File: src/rtl/decode_pkg.sv
// Shared decode-side types: fetch buffer entry layout.
// Imported by the fetch buffer and by the decoder.
package decode_pkg;

  localparam int INSTR_W = 32;

  typedef struct packed {
    logic [INSTR_W-1:0] instr;
    logic               xcpt_pf_if;
    logic               xcpt_ae_if;
    logic               bp_debug_if;
    logic               bp_xcpt_if;
    logic               is_sfb;
  } fb_entry_t;

endpackage

File: src/rtl/decode_fetch_buffer.sv
// Circular fetch buffer in front of decode: accepts packets of up to two
// instructions with per-slot flags and presents one head entry per cycle.
// Ports:
//   clk, rst, flush        - clock, async active-high reset, redirect flush
//   enq_*                  - fetch packet in (mask, 2 instrs, per-slot flags)
//   deq_*                  - head entry out to decoder (valid/ready)
//   count                  - current occupancy, 0..DEPTH
module decode_fetch_buffer
  import decode_pkg::*;
#(
  parameter int DEPTH = 8,
  parameter int CNT_W = $clog2(DEPTH) + 1
) (
  input  logic               clk,
  input  logic               rst,
  input  logic               flush,
  input  logic               enq_valid,
  output logic               enq_ready,
  input  logic [1:0]         enq_mask,
  input  logic [INSTR_W-1:0] enq_instr0,
  input  logic [INSTR_W-1:0] enq_instr1,
  input  logic [1:0]         enq_xcpt_pf_if,
  input  logic [1:0]         enq_xcpt_ae_if,
  input  logic [1:0]         enq_bp_debug_if,
  input  logic [1:0]         enq_bp_xcpt_if,
  input  logic [1:0]         enq_is_sfb,
  output logic               deq_valid,
  input  logic               deq_ready,
  output logic [INSTR_W-1:0] deq_instr,
  output logic               deq_xcpt_pf_if,
  output logic               deq_xcpt_ae_if,
  output logic               deq_bp_debug_if,
  output logic               deq_bp_xcpt_if,
  output logic               deq_is_sfb,
  output logic [CNT_W-1:0]   count
);

  localparam int PTR_W = $clog2(DEPTH);

  fb_entry_t          mem [DEPTH];
  logic [PTR_W-1:0]   head;
  logic [PTR_W-1:0]   tail;
  logic [PTR_W-1:0]   tail_p1;

  fb_entry_t          e0;
  fb_entry_t          e1;
  fb_entry_t          first;
  logic               has0;
  logic               has1;
  logic               enq_fire;
  logic               deq_fire;
  logic [1:0]         n_enq;
  fb_entry_t          head_e;

  assign enq_ready = count <= CNT_W'(DEPTH - 2);
  assign deq_valid = count != '0;

  assign enq_fire = enq_valid && enq_ready && !flush;
  assign deq_fire = deq_valid && deq_ready && !flush;

  assign e0 = '{
    instr:       enq_instr0,
    xcpt_pf_if:  enq_xcpt_pf_if[0],
    xcpt_ae_if:  enq_xcpt_ae_if[0],
    bp_debug_if: enq_bp_debug_if[0],
    bp_xcpt_if:  enq_bp_xcpt_if[0],
    is_sfb:      enq_is_sfb[0]
  };

  assign e1 = '{
    instr:       enq_instr1,
    xcpt_pf_if:  enq_xcpt_pf_if[1],
    xcpt_ae_if:  enq_xcpt_ae_if[1],
    bp_debug_if: enq_bp_debug_if[1],
    bp_xcpt_if:  enq_bp_xcpt_if[1],
    is_sfb:      enq_is_sfb[1]
  };

  // A faulting slot 0 ends the packet: slot 1 was fetched past the fault.
  assign has0 = enq_mask[0];
  assign has1 = enq_mask[1] &&
                !(enq_mask[0] && (enq_xcpt_pf_if[0] || enq_xcpt_ae_if[0]));

  // Compaction: the first surviving slot always lands at tail.
  assign first   = has0 ? e0 : e1;
  assign n_enq   = enq_fire ? ({1'b0, has0} + {1'b0, has1}) : 2'd0;
  assign tail_p1 = tail + PTR_W'(1);

  always_ff @(posedge clk) begin
    if (n_enq != 2'd0) mem[tail] <= first;
    if (n_enq == 2'd2) mem[tail_p1] <= e1;
  end

  always_ff @(posedge clk or posedge rst) begin
    if (rst) begin
      head  <= '0;
      tail  <= '0;
      count <= '0;
    end else if (flush) begin
      head  <= '0;
      tail  <= '0;
      count <= '0;
    end else begin
      tail  <= tail + PTR_W'(n_enq);
      if (deq_fire) head <= head + PTR_W'(1);
      count <= count + CNT_W'(n_enq) - CNT_W'(deq_fire);
    end
  end

  always_comb begin
    head_e = mem[head];
    if (!deq_valid) head_e = '0;
  end

  assign deq_instr       = head_e.instr;
  assign deq_xcpt_pf_if  = head_e.xcpt_pf_if;
  assign deq_xcpt_ae_if  = head_e.xcpt_ae_if;
  assign deq_bp_debug_if = head_e.bp_debug_if;
  assign deq_bp_xcpt_if  = head_e.bp_xcpt_if;
  assign deq_is_sfb      = head_e.is_sfb;

endmodule
File: config.mk
export PLATFORM = sky130hd
export DESIGN_NAME = decode_fetch_buffer
export DESIGN_NICKNAME = d
export VERILOG_FILES = /design/src/rtl/decode_pkg.sv /design/src/rtl/decode_fetch_buffer.sv
export SDC_FILE = /design/constraint.sdc
export NUM_CORES = 1
export LEC_CHECK = 0
export BUFFER_PORTS_ARGS = -buffer_cell sky130_fd_sc_hd__buf_2
export CORE_MARGIN = 2
export CORE_UTILIZATION = 58
export DETAILED_ROUTE_END_ITERATION = 16
export PLACE_DENSITY = 0.77
export SLEW_MARGIN = 10
export SYNTH_ARGS = -nofsm -noshare
export SYNTH_HDL_FRONTEND = slang
export SYNTH_SLANG_ARGS = --single-unit
export TNS_END_PERCENT = 30
File: constraint.sdc
create_clock -name clk -period 6.2 [get_ports clk]
set_input_delay 1.24 -clock clk [delete_from_list [all_inputs] [get_ports clk]]
set_output_delay 1.24 -clock clk [all_outputs]
set_load 0.01 [all_outputs]
==> impl_results.md <==
* GRT Overall Usage at 0.260
* Postcts setup bufs at 0
* Synth area leader: edfxtp_1
* Seq/Total Area, Yosys at 0.556
* Clock power share at 0.316
* Clk pin slew, worst setup/hold paths at 0.06 ns
* Largest net degree at the start of global routing at 82
* EDFF count, synth at 296
* DP HPWL at 21.7 mm
* Non-Filler Instances at 1,611
* H-tree levels at 1
* Power share of the combinational group at 0.255
* RSZ-0062 raised after global routing: false
* Worst-margin pin slew at 1.26 ns
* CP required at 6.50 ns
* Hold buffer count at cts at 0
* Max-cap violations at 0
* First-pass DRT Iterations at 5
* Avg Synthesized Cell Area at 14.8 um2
* Slew headroom at 0.161
* Slowest stage delay, CP at 0.81 ns
* Most used flip-flop cell after synthesis: edfxtp_1
* Filler cell count at 2,112
* CTS tree: built
* Initial core utilization at 0.590
* Switching share of power at 0.293
* Startpoint type of the worst setup path: input pin
* Max Clock Skew at 0.0124 ns
* Antenna Cells at 0
* Worst EP arrival at 4.59 ns
* # rows at 61
* Root buf cell: clkbuf_16
* Min-Delay Path Class: in2async
* Die Span Y at 172 um
* Vias/cell at 6.26
* Post-Synthesis Cells at 1,110
* Reg power frac at 0.430
* CP Max Fanout at 29
* Mapped Nets at 1,204
* Clk_lat worst skew at 0.56 ns
* Sink Count at 306
* First-pass GRT wire length at 58.3 mm
* Async S/R FF share, synth at 0.0327
* Number of synthesized register bits at 306
* Final Cycle Share at 0.691
* CTS resizes at 0
* Internal at 3920 uW
* Cell count after placement at 1,556
* # DRC at 0
* Initial antenna violation count at 2
* Max rail drop VDD at 0.206 mV
* Port Buffers at 123
* Synthesis-to-layout area growth at 10.7%
* Post-synth top cells: mux2_2, edfxtp_1, mux2i_1, nor2b_1
* CP startpoint: enq_mask[0]
* Routed WL at 38.5 mm
* Final Wtd Congestion at 0.748
* Total grt overflow at 0
* Maximum clock path buffer count at 3
* Detailed-route via count at 10,090
* Outcome: complete, no violations
* Seq. cell area at 9140 um2
* Setup TNS at 0 ns
* Worst setup path category: in2reg
* Mapped Area at 16,400 um2
* Hold slack final at 0.655 ns
* Final hold vios at 0
* P per Cell Area at 305 nW/um2
* Antenna viol nets, final at 0
* Crit path capture type: flip-flop
* Crit-path most repeated cell: buf_4
* Crit path cell chain: buf_2 > buf_4 > ha_1 > nor2b_1 > and2b_2 > nand3_2 > buf_4 > mux2_2
* Layout net count at 1,305
* Ys Warns at 0
* Vias in the first global route at 10,245
* Total core area at 27,900 um2
* Post-DR wirelength/cell at 23.9 um
* Static leakage at 0.00615 uW
* Switching power at 1630 uW
* Largest cells by area after synthesis: edfxtp_1, mux2_2, mux2i_1
* Multi-input gate area at 6820 um2
* Die ar. at 29,700 um2
* Final Setup Violations at 0
* Synth unique cells at 41
* R2r setup slk at 2.62 ns
* Top-level I/O count at 124
* Ratio of cells with drive above 1 in the final layout at 0.436
* Tmin final at 4.28 ns
* Worst R2R Start: count[3]
* Max Fclk at 233 MHz
* R2R depth at 7
* Proportion of netlist area held by the largest area contributor at 0.541
* Width of the chip at 172 um
* Slowest CP cell: nand3_2
* TritonCTS Buffers at 31
* Iter 0 DRT Violations at 797
* Slew Limit Fails at 0
* Top-count cell post-synth: mux2_2
cell type report:
type	count	area share
well taps	378	0.0260
repair buffers	145	0.0436
inverters	11	0.00227
multi-input cells	716	0.375
clock buffers	41	0.0447
clock inverters	14	0.00592
flip-flops and latches	306	0.503
kinds of logic after synthesis:
kind of cell    Yosys count  synth area share
buf+inv                  88            0.0335
fa+ha+maj                13            0.0108
flops                   306             0.556
xor+xnor                  6           0.00320
simple gates            127            0.0475
compound gates          126            0.0527
mux                     444             0.296
placed cells by master (no fill, tap or decap), types with 9 or more instances in the layout:
cell	netlist	layout
a211oi_1	37	37
a21oi_1	40	39
a22oi_1	40	40
and3_1	37	37
buf_2	6	123
buf_4	4	21
clkbuf_1	37	10
clkbuf_16	0	31
clkinv_1	0	10
dfrtp_1	10	9
edfxtp_1	296	296
ha_1	11	11
inv_1	11	11
mux2_2	331	331
mux2i_1	111	111
nor2_1	19	12
nor2b_1	47	45
critical path, delay by kind of cell:
kind	cells	cell delay (ns)
buffers and inverters	3	1.45
and+or+nand+nor	3	1.21
adders and majority gates	1	0.33
muxes	1	0.29
per-layer routing:
metal / share of wire / global-route usage / vias up / routed length (um)
met5: 0.00070 / 0 / - / 27
met4: 0.027 / 0.0899 / 4 / 1050
met3: 0.055 / 0.0323 / 69 / 2120
met2: 0.50 / 0.449 / 332 / 19300
met1: 0.42 / 0.341 / 5138 / 16000
li1: - / - / 4547 / -
metrics by stage:
stage	utilization	instance area [um2]	total power [uW]	worst slack [ns]
2_1_floorplan	-	16400	3340	1.47
3_3_place_gp	0.620	17300	3800	1.42
3_5_place_dp	0.620	17300	3840	1.30
4_1_cts	0.653	18200	5580	1.92
5_1_grt	0.653	18200	5780	1.80
6_report	0.653	18200	5550	1.92
flip-flops by register name, summed over array words and instances, names as in the netlist:
signal and count:
count 4, head 3, mem 296, tail 3
final timing paths:
path                                   end
worst max-delay path            mem[0][24]
worst min-delay path              count[3]
worst max register to register  mem[0][24]
worst min register to register     head[2]
max in group asynchronous          head[1]
min in group clk                   head[2]
power by group through the flow:
stage               Combinational, uW  Clock (uW)  Sequential, uW
floorplan                         941           0            2400
global placement                 1380           0            2430
detailed placement               1410           0            2430
CTS                              1420        1770            2390
global route                     1540        1840            2390
finish                           1410        1750            2390
Power figures use the tool's default switching activity.
